$ cat src/rtl/llc_snoop_responder_pkg.sv
// Shared cache definitions for the LLC snoop responder: FSM states, bus/snoop/L1/MESI
// encodings and the address-field split.
package llc_snoop_responder_pkg;

  localparam int ADDR_WIDTH_DEF  = 32;
  localparam int OFFSET_BITS_DEF = 6;
  localparam int INDEX_BITS_DEF  = 14;
  localparam int WAY_BITS_DEF    = 4;
  localparam int TAG_BITS_DEF    = ADDR_WIDTH_DEF - INDEX_BITS_DEF - OFFSET_BITS_DEF;

  localparam logic [2:0] ST_IDLE   = 3'd0;
  localparam logic [2:0] ST_LOOKUP = 3'd1;
  localparam logic [2:0] ST_RESP   = 3'd2;
  localparam logic [2:0] ST_GETL   = 3'd3;
  localparam logic [2:0] ST_WBACK  = 3'd4;
  localparam logic [2:0] ST_INVL   = 3'd5;
  localparam logic [2:0] ST_UPDATE = 3'd6;

  localparam logic [2:0] OP_READ  = 3'd1;
  localparam logic [2:0] OP_WRITE = 3'd2;
  localparam logic [2:0] OP_INVAL = 3'd3;
  localparam logic [2:0] OP_RWIM  = 3'd4;

  localparam logic [1:0] RES_HIT   = 2'b00;
  localparam logic [1:0] RES_HITM  = 2'b01;
  localparam logic [1:0] RES_NOHIT = 2'b11;

  localparam logic [2:0] L1_NONE    = 3'd0;
  localparam logic [2:0] L1_GETLINE = 3'd1;
  localparam logic [2:0] L1_INVLINE = 3'd3;

  localparam logic [1:0] MESI_I = 2'b00;
  localparam logic [1:0] MESI_E = 2'b01;
  localparam logic [1:0] MESI_M = 2'b10;
  localparam logic [1:0] MESI_S = 2'b11;

endpackage

$ cat src/rtl/snoop_action_decode.sv
// Pure decode of a snooped op against the looked-up line state into the bus result,
// the follow-up actions and the committed MESI state.
module snoop_action_decode
  import llc_snoop_responder_pkg::*;
(
  input  logic [2:0] op,
  input  logic       hit,
  input  logic [1:0] mesi,
  output logic [1:0] result,
  output logic       need_getl,
  output logic       need_wb,
  output logic       need_inv,
  output logic [1:0] new_mesi,
  output logic       do_upd,
  output logic       err
);

  // action table
  always_comb begin
    result    = RES_NOHIT;
    need_getl = 1'b0;
    need_wb   = 1'b0;
    need_inv  = 1'b0;
    new_mesi  = MESI_I;
    do_upd    = 1'b0;
    err       = 1'b0;
    case (op)
      OP_READ: begin
        if (hit && mesi == MESI_M) begin
          result    = RES_HITM;
          need_getl = 1'b1;
          need_wb   = 1'b1;
          new_mesi  = MESI_S;
          do_upd    = 1'b1;
        end else if (hit && mesi == MESI_E) begin
          result   = RES_HIT;
          new_mesi = MESI_S;
          do_upd   = 1'b1;
        end else if (hit) begin
          result = RES_HIT;
        end else begin
          result = RES_NOHIT;
        end
      end
      OP_RWIM: begin
        if (hit && mesi == MESI_M) begin
          result    = RES_HITM;
          need_getl = 1'b1;
          need_wb   = 1'b1;
          need_inv  = 1'b1;
          do_upd    = 1'b1;
        end else if (hit) begin
          result   = RES_HIT;
          need_inv = 1'b1;
          do_upd   = 1'b1;
        end else begin
          result = RES_NOHIT;
        end
      end
      OP_INVAL: begin
        // another owner invalidating a line we hold exclusively is incoherent
        if (hit && mesi == MESI_S) begin
          result   = RES_HIT;
          need_inv = 1'b1;
          do_upd   = 1'b1;
        end else if (hit) begin
          err = 1'b1;
        end else begin
          result = RES_NOHIT;
        end
      end
      OP_WRITE: result = RES_NOHIT;
      default:  err = 1'b1;
    endcase
  end

endmodule

$ cat src/rtl/llc_snoop_responder.sv
// LLC snoop responder: accepts one snooped bus op, looks up the line, drives the snoop
// result and sequences L1 messages, write-back and the MESI commit.
module llc_snoop_responder
  import llc_snoop_responder_pkg::*;
#(
  parameter int ADDR_WIDTH  = ADDR_WIDTH_DEF,
  parameter int OFFSET_BITS = OFFSET_BITS_DEF,
  parameter int INDEX_BITS  = INDEX_BITS_DEF,
  parameter int WAY_BITS    = WAY_BITS_DEF,
  parameter int TAG_BITS    = ADDR_WIDTH - INDEX_BITS - OFFSET_BITS
) (
  input  logic                  clk,
  input  logic                  rst_n,
  input  logic                  snp_valid,
  output logic                  snp_ready,
  input  logic [2:0]            snp_op,
  input  logic [ADDR_WIDTH-1:0] snp_addr,
  output logic                  snoop_valid,
  output logic [1:0]            snoop_result,
  output logic                  lk_req,
  output logic [INDEX_BITS-1:0] lk_index,
  output logic [TAG_BITS-1:0]   lk_tag,
  input  logic                  lk_hit,
  input  logic [WAY_BITS-1:0]   lk_way,
  input  logic [1:0]            lk_mesi,
  output logic                  upd_valid,
  output logic [INDEX_BITS-1:0] upd_index,
  output logic [WAY_BITS-1:0]   upd_way,
  output logic [1:0]            upd_mesi,
  output logic                  l1_valid,
  input  logic                  l1_ready,
  output logic [2:0]            l1_msg,
  output logic [ADDR_WIDTH-1:0] l1_addr,
  output logic                  wb_valid,
  input  logic                  wb_ready,
  output logic [ADDR_WIDTH-1:0] wb_addr,
  output logic                  protocol_err
);

  localparam int LINE_BITS = ADDR_WIDTH - OFFSET_BITS;

  logic [2:0]           r_state, w_next;
  logic [LINE_BITS-1:0] r_line;
  logic [2:0]           r_op;
  logic [WAY_BITS-1:0]  r_way;
  logic [1:0]           r_new_mesi;
  logic                 r_p_getl, r_p_wb, r_p_inv, r_p_upd;
  logic                 w_p_getl, w_p_wb, w_p_inv, w_p_upd;
  logic [2:0]           w_follow;
  logic                 w_hit, w_accept;
  logic [1:0]           w_result, w_new_mesi;
  logic                 w_getl, w_wb, w_inv, w_upd, w_err;
  logic                 r_snp_ready, r_lk_req, r_l1_valid, r_wb_valid, r_upd_valid;
  logic [2:0]           r_l1_msg;

  assign w_hit    = lk_hit && (lk_mesi != MESI_I);
  assign w_accept = r_snp_ready && snp_valid;

  snoop_action_decode u_decode (
    .op        (r_op),
    .hit       (w_hit),
    .mesi      (lk_mesi),
    .result    (w_result),
    .need_getl (w_getl),
    .need_wb   (w_wb),
    .need_inv  (w_inv),
    .new_mesi  (w_new_mesi),
    .do_upd    (w_upd),
    .err       (w_err)
  );

  // pending actions: loaded at RESP, each retired by its own phase
  always_comb begin
    w_p_getl = 1'b0;
    w_p_wb   = 1'b0;
    w_p_inv  = 1'b0;
    w_p_upd  = 1'b0;
    case (r_state)
      ST_RESP:  {w_p_getl, w_p_wb, w_p_inv, w_p_upd} = {w_getl, w_wb, w_inv, w_upd};
      ST_GETL:  {w_p_getl, w_p_wb, w_p_inv, w_p_upd} = {1'b0, r_p_wb, r_p_inv, r_p_upd};
      ST_WBACK: {w_p_getl, w_p_wb, w_p_inv, w_p_upd} = {1'b0, 1'b0, r_p_inv, r_p_upd};
      ST_INVL:  {w_p_getl, w_p_wb, w_p_inv, w_p_upd} = {1'b0, 1'b0, 1'b0, r_p_upd};
      default:  {w_p_getl, w_p_wb, w_p_inv, w_p_upd} = 4'b0000;
    endcase
    if (w_p_getl)     w_follow = ST_GETL;
    else if (w_p_wb)  w_follow = ST_WBACK;
    else if (w_p_inv) w_follow = ST_INVL;
    else if (w_p_upd) w_follow = ST_UPDATE;
    else              w_follow = ST_IDLE;
  end

  // next state
  always_comb begin
    w_next = r_state;
    case (r_state)
      ST_IDLE:   w_next = w_accept ? ST_LOOKUP : ST_IDLE;
      ST_LOOKUP: w_next = ST_RESP;
      ST_RESP:   w_next = w_follow;
      ST_GETL:   w_next = (r_l1_valid && l1_ready) ? w_follow : ST_GETL;
      ST_WBACK:  w_next = (r_wb_valid && wb_ready) ? w_follow : ST_WBACK;
      ST_INVL:   w_next = (r_l1_valid && l1_ready) ? w_follow : ST_INVL;
      default:   w_next = ST_IDLE;
    endcase
  end

  // state, captured op context and outputs registered from the next state
  always_ff @(posedge clk) begin
    if (!rst_n) begin
      r_state     <= ST_IDLE;
      r_line      <= '0;
      r_op        <= 3'd0;
      r_way       <= '0;
      r_new_mesi  <= MESI_I;
      {r_p_getl, r_p_wb, r_p_inv, r_p_upd} <= 4'b0000;
      r_snp_ready <= 1'b0;
      r_lk_req    <= 1'b0;
      r_l1_valid  <= 1'b0;
      r_l1_msg    <= L1_NONE;
      r_wb_valid  <= 1'b0;
      r_upd_valid <= 1'b0;
    end else begin
      r_state <= w_next;
      if (w_accept) begin
        r_line <= snp_addr[ADDR_WIDTH-1:OFFSET_BITS];
        r_op   <= snp_op;
      end else begin
        r_line <= r_line;
        r_op   <= r_op;
      end
      if (r_state == ST_RESP) begin
        r_way      <= lk_way;
        r_new_mesi <= w_new_mesi;
      end else begin
        r_way      <= r_way;
        r_new_mesi <= r_new_mesi;
      end
      {r_p_getl, r_p_wb, r_p_inv, r_p_upd} <= {w_p_getl, w_p_wb, w_p_inv, w_p_upd};
      r_snp_ready <= (w_next == ST_IDLE);
      r_lk_req    <= (w_next == ST_LOOKUP);
      r_l1_valid  <= (w_next == ST_GETL) || (w_next == ST_INVL);
      r_l1_msg    <= (w_next == ST_GETL) ? L1_GETLINE :
                     (w_next == ST_INVL) ? L1_INVLINE : L1_NONE;
      r_wb_valid  <= (w_next == ST_WBACK);
      r_upd_valid <= (w_next == ST_UPDATE);
    end
  end

  // the snoop result must appear in the lookup-response cycle, so it decodes live
  assign snoop_valid  = (r_state == ST_RESP);
  assign snoop_result = snoop_valid ? w_result : RES_NOHIT;
  assign protocol_err = snoop_valid && w_err;

  assign snp_ready = r_snp_ready;
  assign lk_req    = r_lk_req;
  assign lk_index  = r_line[INDEX_BITS-1:0];
  assign lk_tag    = r_line[LINE_BITS-1:INDEX_BITS];
  assign upd_valid = r_upd_valid;
  assign upd_index = r_line[INDEX_BITS-1:0];
  assign upd_way   = r_way;
  assign upd_mesi  = r_new_mesi;
  assign l1_valid  = r_l1_valid;
  assign l1_msg    = r_l1_msg;
  assign l1_addr   = {r_line, {OFFSET_BITS{1'b0}}};
  assign wb_valid  = r_wb_valid;
  assign wb_addr   = {r_line, {OFFSET_BITS{1'b0}}};

endmodule

$ cat config.mk
export PLATFORM = sky130hd
export DESIGN_NAME = llc_snoop_responder
export DESIGN_NICKNAME = d
export VERILOG_FILES = /design/src/rtl/llc_snoop_responder_pkg.sv /design/src/rtl/snoop_action_decode.sv /design/src/rtl/llc_snoop_responder.sv
export SDC_FILE = /design/constraint.sdc
export NUM_CORES = 1
export LEC_CHECK = 0
export ABC_AREA = 1
export BUFFER_PORTS_ARGS = -buffer_cell sky130_fd_sc_hd__buf_4
export CAP_MARGIN = 20
export CORE_ASPECT_RATIO = 1.25
export CORE_MARGIN = 2
export CORE_UTILIZATION = 43
export DETAILED_ROUTE_END_ITERATION = 6
export PLACE_DENSITY = 0.81
export SETUP_SLACK_MARGIN = 0.15
export SYNTH_ARGS = -nofsm -noshare
export SYNTH_HDL_FRONTEND = slang
export SYNTH_HIERARCHICAL = 1
export SYNTH_SLANG_ARGS = --single-unit
$ cat constraint.sdc
create_clock -name clk -period 1.8 [get_ports clk]
set_clock_uncertainty 0.05 [all_clocks]
set_input_delay 0.09 -clock clk [delete_from_list [all_inputs] [get_ports clk]]
set_output_delay 0.09 -clock clk [all_outputs]
set_load 0.05 [all_outputs]
==> results of run 1 <==
## power by group through the flow
stage	clock, uW	sequential (uW)	combinational (uW)
6_report	886	1160	1210
5_1_grt	948	1180	1270
4_1_cts	914	1170	1200
3_5_place_dp	0	1190	1170
3_3_place_gp	0	1180	1160
2_1_floorplan	0	1350	821
## sequential cells by signal, summed over array words and instances, names as in the netlist
signal / cells
l1_msg: 1
l1_valid: 1
lk_req: 1
r_line: 26
r_op: 3
r_p_inv: 1
r_p_upd: 1
r_p_wb: 1
r_state: 3
snp_ready: 1
upd_mesi: 2
upd_valid: 1
upd_way: 4
wb_valid: 1
## synthesized netlist by cell type
| cell | n | area (um2) |
|---|---|---|
| buf_4 | 84 | 631 |
| nor2_1 | 77 | 289 |
| dfxtp_1 | 47 | 941 |
| nand2_1 | 47 | 176 |
| o21ai_0 | 32 | 160 |
| inv_1 | 22 | 82.6 |
| nand3_1 | 13 | 65.1 |
| nand2_2 | 11 | 68.8 |
| clkbuf_1 | 10 | 37.5 |
| a21oi_1 | 9 | 45.0 |
| inv_2 | 4 | 15.0 |
| nand4_1 | 2 | 12.5 |
| nor2_2 | 2 | 12.5 |
| o211ai_1 | 2 | 15.0 |
| o21ai_1 | 2 | 10.0 |
| or2_2 | 2 | 12.5 |
| a21oi_4 | 1 | 16.3 |
| buf_2 | 1 | 5.00 |
| conb_1 | 1 | 3.75 |
| nand2_4 | 1 | 11.3 |
| nand3_2 | 1 | 10.0 |
| nor2_8 | 1 | 20.0 |
| nor3_1 | 1 | 5.00 |
| o21a_1 | 1 | 7.51 |
## repair_timing
action	CTS	global route
endpoints found under the hold margin	17	0
setup buffers	8	0
resized for setup	14	17
pin swaps	3	14
hold buffers	17	0
setup endpoints to repair	8	11
## routing by layer
metal	global-route usage, %	up-vias	wire length, um
met5	0	-	0
met4	5.80	0	110
met3	3.96	9	549
met2	34.5	125	3470
met1	18.5	1118	2290
li1	-	1276	-
## area by class of cell
type / count / share of cell area (%)
multi-input cells: 218 / 27.9
repair buffers: 180 / 37.4
inverters: 26 / 2.60
flip-flops and latches: 47 / 25.7
clock buffers: 6 / 1.94
well taps: 85 / 2.84
clock inverters: 2 / 1.60
## worst max path at each step
stage | start | endpoint | slack [ps] | cells past startpoint
final | r_op[2]$_SDFFE_PN0P_ | r_p_upd$_SDFF_PN0_ | 130 | 13
after global routing | r_op[2]$_SDFFE_PN0P_ | wb_valid$_SDFF_PN0_ | 1 | 15
after global placement | lk_mesi[1] | l1_msg[1]$_SDFF_PP0_ | 130 | 16
after floorplan | r_op[0]$_SDFFE_PN0P_ | l1_msg[1]$_SDFF_PP0_ | 220 | 16
after detailed placement | lk_mesi[1] | l1_msg[1]$_SDFF_PP0_ | 80 | 16
after CTS | r_state[0]$_SDFF_PN0_ | snoop_result[1] | 140 | 5
## cell families after synthesis
family,count (synthesis),share of synthesized area (%)
AND/OR/NAND/NOR,158,25.8
AO/OA/AOI/OAI,47,9.58
buffers and inverters,121,29.1
other,1,0.141
flip-flops,47,35.5
## tightest hold or removal path: cells and delay by family
family | cells | cell delay, ps
buffers and inverters | 1 | 70
AO/OA/AOI/OAI | 1 | 70
AND/OR/NAND/NOR | 1 | 80
## through the flow
| stage | hold slack, ps | std cells | util (%) | power [uW] | setup WS [ps] |
|---|---|---|---|---|---|
| 6_report | 4.87 | 564 | 61.6 | 3260 | 125 |
| 5_1_grt | 8.83 | 564 | 61.6 | 3390 | 1.18 |
| 3_5_place_dp | 295 | 531 | 54.2 | 2360 | 76.3 |
| 4_1_cts | 0.370 | 564 | 60.7 | 3280 | 143 |
| 3_3_place_gp | 273 | 531 | 54.2 | 2340 | 134 |
| 2_1_floorplan | 152 | 386 | - | 2170 | 220 |
==> flow_metrics.tcl, run 1 <==
set metrics [dict create \
    grt_pass1_vias 2279 \
    path_buf_inv 6 \
    nFillCells 559 \
    synth_warnings 6 \
    final_layout_size_suffix_gt1_share_pct 45.1 \
    rows 32 \
    finalHoldViolations 0 \
    r2r_end "r_p_upd$_SDFF_PN0_" \
    clkSinkCount 47 \
    critical_path.top_delay_family "buffers and inverters" \
    syn_area_per_cell_um2 7.09 \
    syn-instance-count 374 \
    final_cell_mix "buf_4, nor2_1, nand2_1" \
    dr.pass1.iters 4 \
    nets 525 \
    seqPwrFrac_pct 35.8 \
    core_region_area_um2 6090 \
    design_area_um2 3750 \
    p_leak_uw 0.00192 \
    root_buffer "clkbuf_8" \
    min-delay-start "snp_addr[21]" \
    multiInputGateArea_um2 1050 \
    post-route-period-util_pct 93.0 \
    intPower_uw 2000 \
    tns_ps 0 \
    ant_nets 0 \
    antenna_found_initial 0 \
    final_common_cell "buf_4" \
    syn_area_um2 2650 \
    required_ps 1980 \
    antennaDiodeCount 0 \
    holdPathStages 3 \
    grt_overflow 0 \
    clockPowerShare_pct 27.2 \
    vdd_drop_max_uv 545 \
    crit_chain "inv_2, nand3_2, nor2_2, nor2_1, nand2_1, inv_2, nor2_2, a21oi_2, buf_4, buf_4, buf_4, buf_4, nor2_1" \
    rrSetupSlack_ps 130 \
    numCtsBuffers 5 \
    wl_mm 6.41 \
    pwr_density_cell_nw_per_um2 869 \
    die-area_um2 6820 \
    fp.dieW_um 74.3 \
    yosysUniqueCellTypes 24 \
    grt_use_total_pct 18.0 \
    clkTransAtPathRegs_ps 90 \
    critical_path_class "reg2reg" \
    min_period_ps 1670 \
    vias_per_cell 4.48 \
    yosysSeqAreaShare_pct 35.5 \
    holdPathEnd "r_line[15]$_SDFFE_PN0P_" \
    grt_pass1_wl_mm 9.90 \
    placed_cell_area_um2 3300 \
    crit_slowest_cell "dfxtp_4" \
    area_delta_synth_final_pct 41.3 \
    die_y_um 91.8 \
    grt_max_degree 33 \
    drc 0 \
    crit_fanout 4 \
    p_comb_share_pct 37.1 \
    regArea_um2 962 \
    worst-r2r-cell-count 13 \
    port_buffers 149 \
    slowest_delay_ps 360 \
    timing.fmax_ghz 0.597 \
    p_sw_share_pct 38.5 \
    crit_path_frequent_cell "buf_4" \
    setup_viol 0 \
    vias 2528 \
    start_util_pct 43.6 \
    max_cap_violations 0 \
    worstReg2RegStart "r_op[2]$_SDFFE_PN0P_" \
    tritoncts "yes" \
    dpl.hpwl_mm 4.49 \
    cts_max_level 2 \
    clk_latency_ps 290 \
    hold_path_class "in2reg" \
    cp.arrival_ps 1860 \
    wl_per_cell_um 11.4 \
    drv_slew 0 \
    num_io_pins 169 \
    rsz0062_at_grt "true" \
    crit_path_end_kind "flip-flop" \
    drtIter0Drc 89 \
    status "complete, no violations" \
    ys_seq_elements 47 \
    p_switching_uw 1250 \
    cts.path.max_buffers 2 \
    start_kind "flip-flop" \
    place_congestion 0.893 \
]
(Power assumes the default switching activity.)
==> run 2, diff against run 1 <==
- REMOVE_ABC_BUFFERS: unset -> 1
==> flow_metrics.tcl, run 2 (synthesis gave the netlist of run 1 again) <==
set metrics [dict create \
    critical_path_class "reg2reg" \
    crit_slowest_cell "dfxtp_4" \
    die_y_um 91.8 \
    place_congestion 0.808 \
    antennaDiodeCount 0 \
    tritoncts "yes" \
    root_buffer "clkbuf_8" \
    crit_path_end_kind "flip-flop" \
    fp.dieW_um 74.3 \
    seqPwrFrac_pct 38.5 \
    placed_cell_area_um2 3280 \
    critical_path.top_delay_family "simple AND/OR/NAND/NOR gates" \
    grt_use_total_pct 19.4 \
    dpl.hpwl_mm 4.76 \
    rows 32 \
    grt_overflow 0 \
    cp.arrival_ps 1850 \
    drc 0 \
    cts.path.max_buffers 2 \
    start_util_pct 43.6 \
    max_cap_violations 0 \
    core_region_area_um2 6090 \
    setup_viol 0 \
    post-route-period-util_pct 92.5 \
    tns_ps 0 \
    ant_nets 0 \
    pwr_density_cell_nw_per_um2 798 \
    final_cell_mix "buf_4, nor2_1, nand2_1, dfxtp_1, o21ai_0" \
    final_common_cell "buf_4" \
    wl_mm 6.92 \
    num_io_pins 169 \
    regMostFlops "r_line" \
    finalHoldViolations 0 \
    finalPower_uw 3050 \
    largest_reg_flops 26 \
    nets 536 \
    p_switching_uw 1280 \
    timing.fmax_ghz 0.601 \
    grt_max_degree 33 \
    slowest_delay_ps 380 \
    clkSinkCount 47 \
    vdd_drop_max_uv 551 \
    area_delta_synth_final_pct 44.2 \
    clk_latency_ps 290 \
    port_buffers 149 \
    grt_pass1_vias 2387 \
    antenna_found_initial 0 \
    p_leak_uw 0.00195 \
    numCtsBuffers 5 \
    required_ps 1980 \
    grt_pass1_wl_mm 10.3 \
    status "complete, no violations" \
    clockPowerShare_pct 20.9 \
    path_buf_inv 5 \
    crit_path_frequent_cell "buf_4" \
    vias 2579 \
    utilization_pct 62.8 \
    clkTransAtPathRegs_ps 90 \
    crit_fanout 6 \
    min_period_ps 1660 \
    vias_per_cell 4.49 \
    die-area_um2 6820 \
    final_layout_size_suffix_gt1_share_pct 45.4 \
    p_sw_share_pct 41.9 \
    drtIter0Drc 67 \
    start_kind "flip-flop" \
    dr.pass1.iters 4 \
    cts_max_level 2 \
    rsz0062_at_grt "true" \
    wl_per_cell_um 12.1 \
    design_area_um2 3820 \
    intPower_uw 1770 \
    drv_slew 0 \
    hold_path_class "in2reg" \
    crit_chain "nor2_2, nand2_2, nor2_1, nor2_1, nand2_1, inv_2, nor2_2, a21oi_2, buf_4, buf_4, buf_4, buf_4, nor2_1" \
    p_comb_share_pct 40.5 \
]
## run 2: cell types whose count changed in the layout (fill, tap and decap cells not counted), moves of 2 or more
| cell | before | now |
|---|---|---|
| nand3_1 | 8 | 10 |
| nor2_2 | 4 | 6 |
| buf_4 | 161 | 165 |
| nand3_2 | 6 | 2 |
| bufinv_16 | 2 | 0 |
| nand3_4 | 0 | 2 |
| or2_2 | 2 | 0 |
| or2_4 | 0 | 2 |
| buf_8 | 0 | 2 |
| dlygate4sd3_1 | 17 | 22 |
| dfxtp_4 | 5 | 3 |
## run 2: per-layer routing
layer	GRT usage [%]	up-vias	wire length (um)
met3	4.84	8	497
met4	4.91	0	84
met1	19.7	1171	2560
met2	37.8	108	3780
li1	-	1292	-
met5	0	-	0
## run 2: final cells by class
class                   instances  area (um2)
clock buffers                   6        82.6
clock inverters                 1        5.00
fillers                       548        2260
inverters                      26         105
multi-input cells             218        1060
flip-flops and latches         47         956
well taps                      85         106
repair buffers                191        1510
## run 2: final timing paths
path / start / cells past startpoint / slack [ps] / to
worst max register to register: r_op[1]$_SDFFE_PN0P_ / 13 / 140 / r_p_upd$_SDFF_PN0_
worst min-delay path: snp_addr[14] / 3 / 3 / r_line[8]$_SDFFE_PN0P_
worst max-delay path: r_op[1]$_SDFFE_PN0P_ / 13 / 140 / r_p_upd$_SDFF_PN0_
worst min register to register: upd_way[0]$_SDFFE_PN0N_ / 2 / 430 / upd_way[0]$_SDFFE_PN0N_
## run 2: repair_timing
item / in CTS / in global routing
gates resized for setup: 20 / 21
endpoints found under the hold margin: 22 / 0
endpoints found under the setup margin: 8 / 12
buffers inserted: 11 / 5
cloned: 0 / 0
pin swaps: 11 / 9
hold buffers: 22 / 0
## run 2: stage by stage
| step | cells | setup slack (ps) | hold slack, ps |
|---|---|---|---|
| after floorplan | 291 | -155 | 152 |
| after global placement | 529 | 87.7 | 275 |
| after detailed placement | 529 | 22.5 | 294 |
| after CTS | 569 | 146 | 0.989 |
| after global routing | 574 | -15.7 | 2.85 |
| final | 574 | 135 | 2.60 |
## run 2: worst min-delay path, cell delays in order
cell and delay [ps]:
buf_4 70, o21ai_0 70, nor2_1 80
## run 2: power by group through the flow
stage	Clock, uW	Sequential [uW]	Combinational (uW)
6_report	639	1180	1240
5_1_grt	681	1180	1290
4_1_cts	654	1170	1220
3_5_place_dp	0	1190	1170
3_3_place_gp	0	1190	1160
2_1_floorplan	0	1760	215
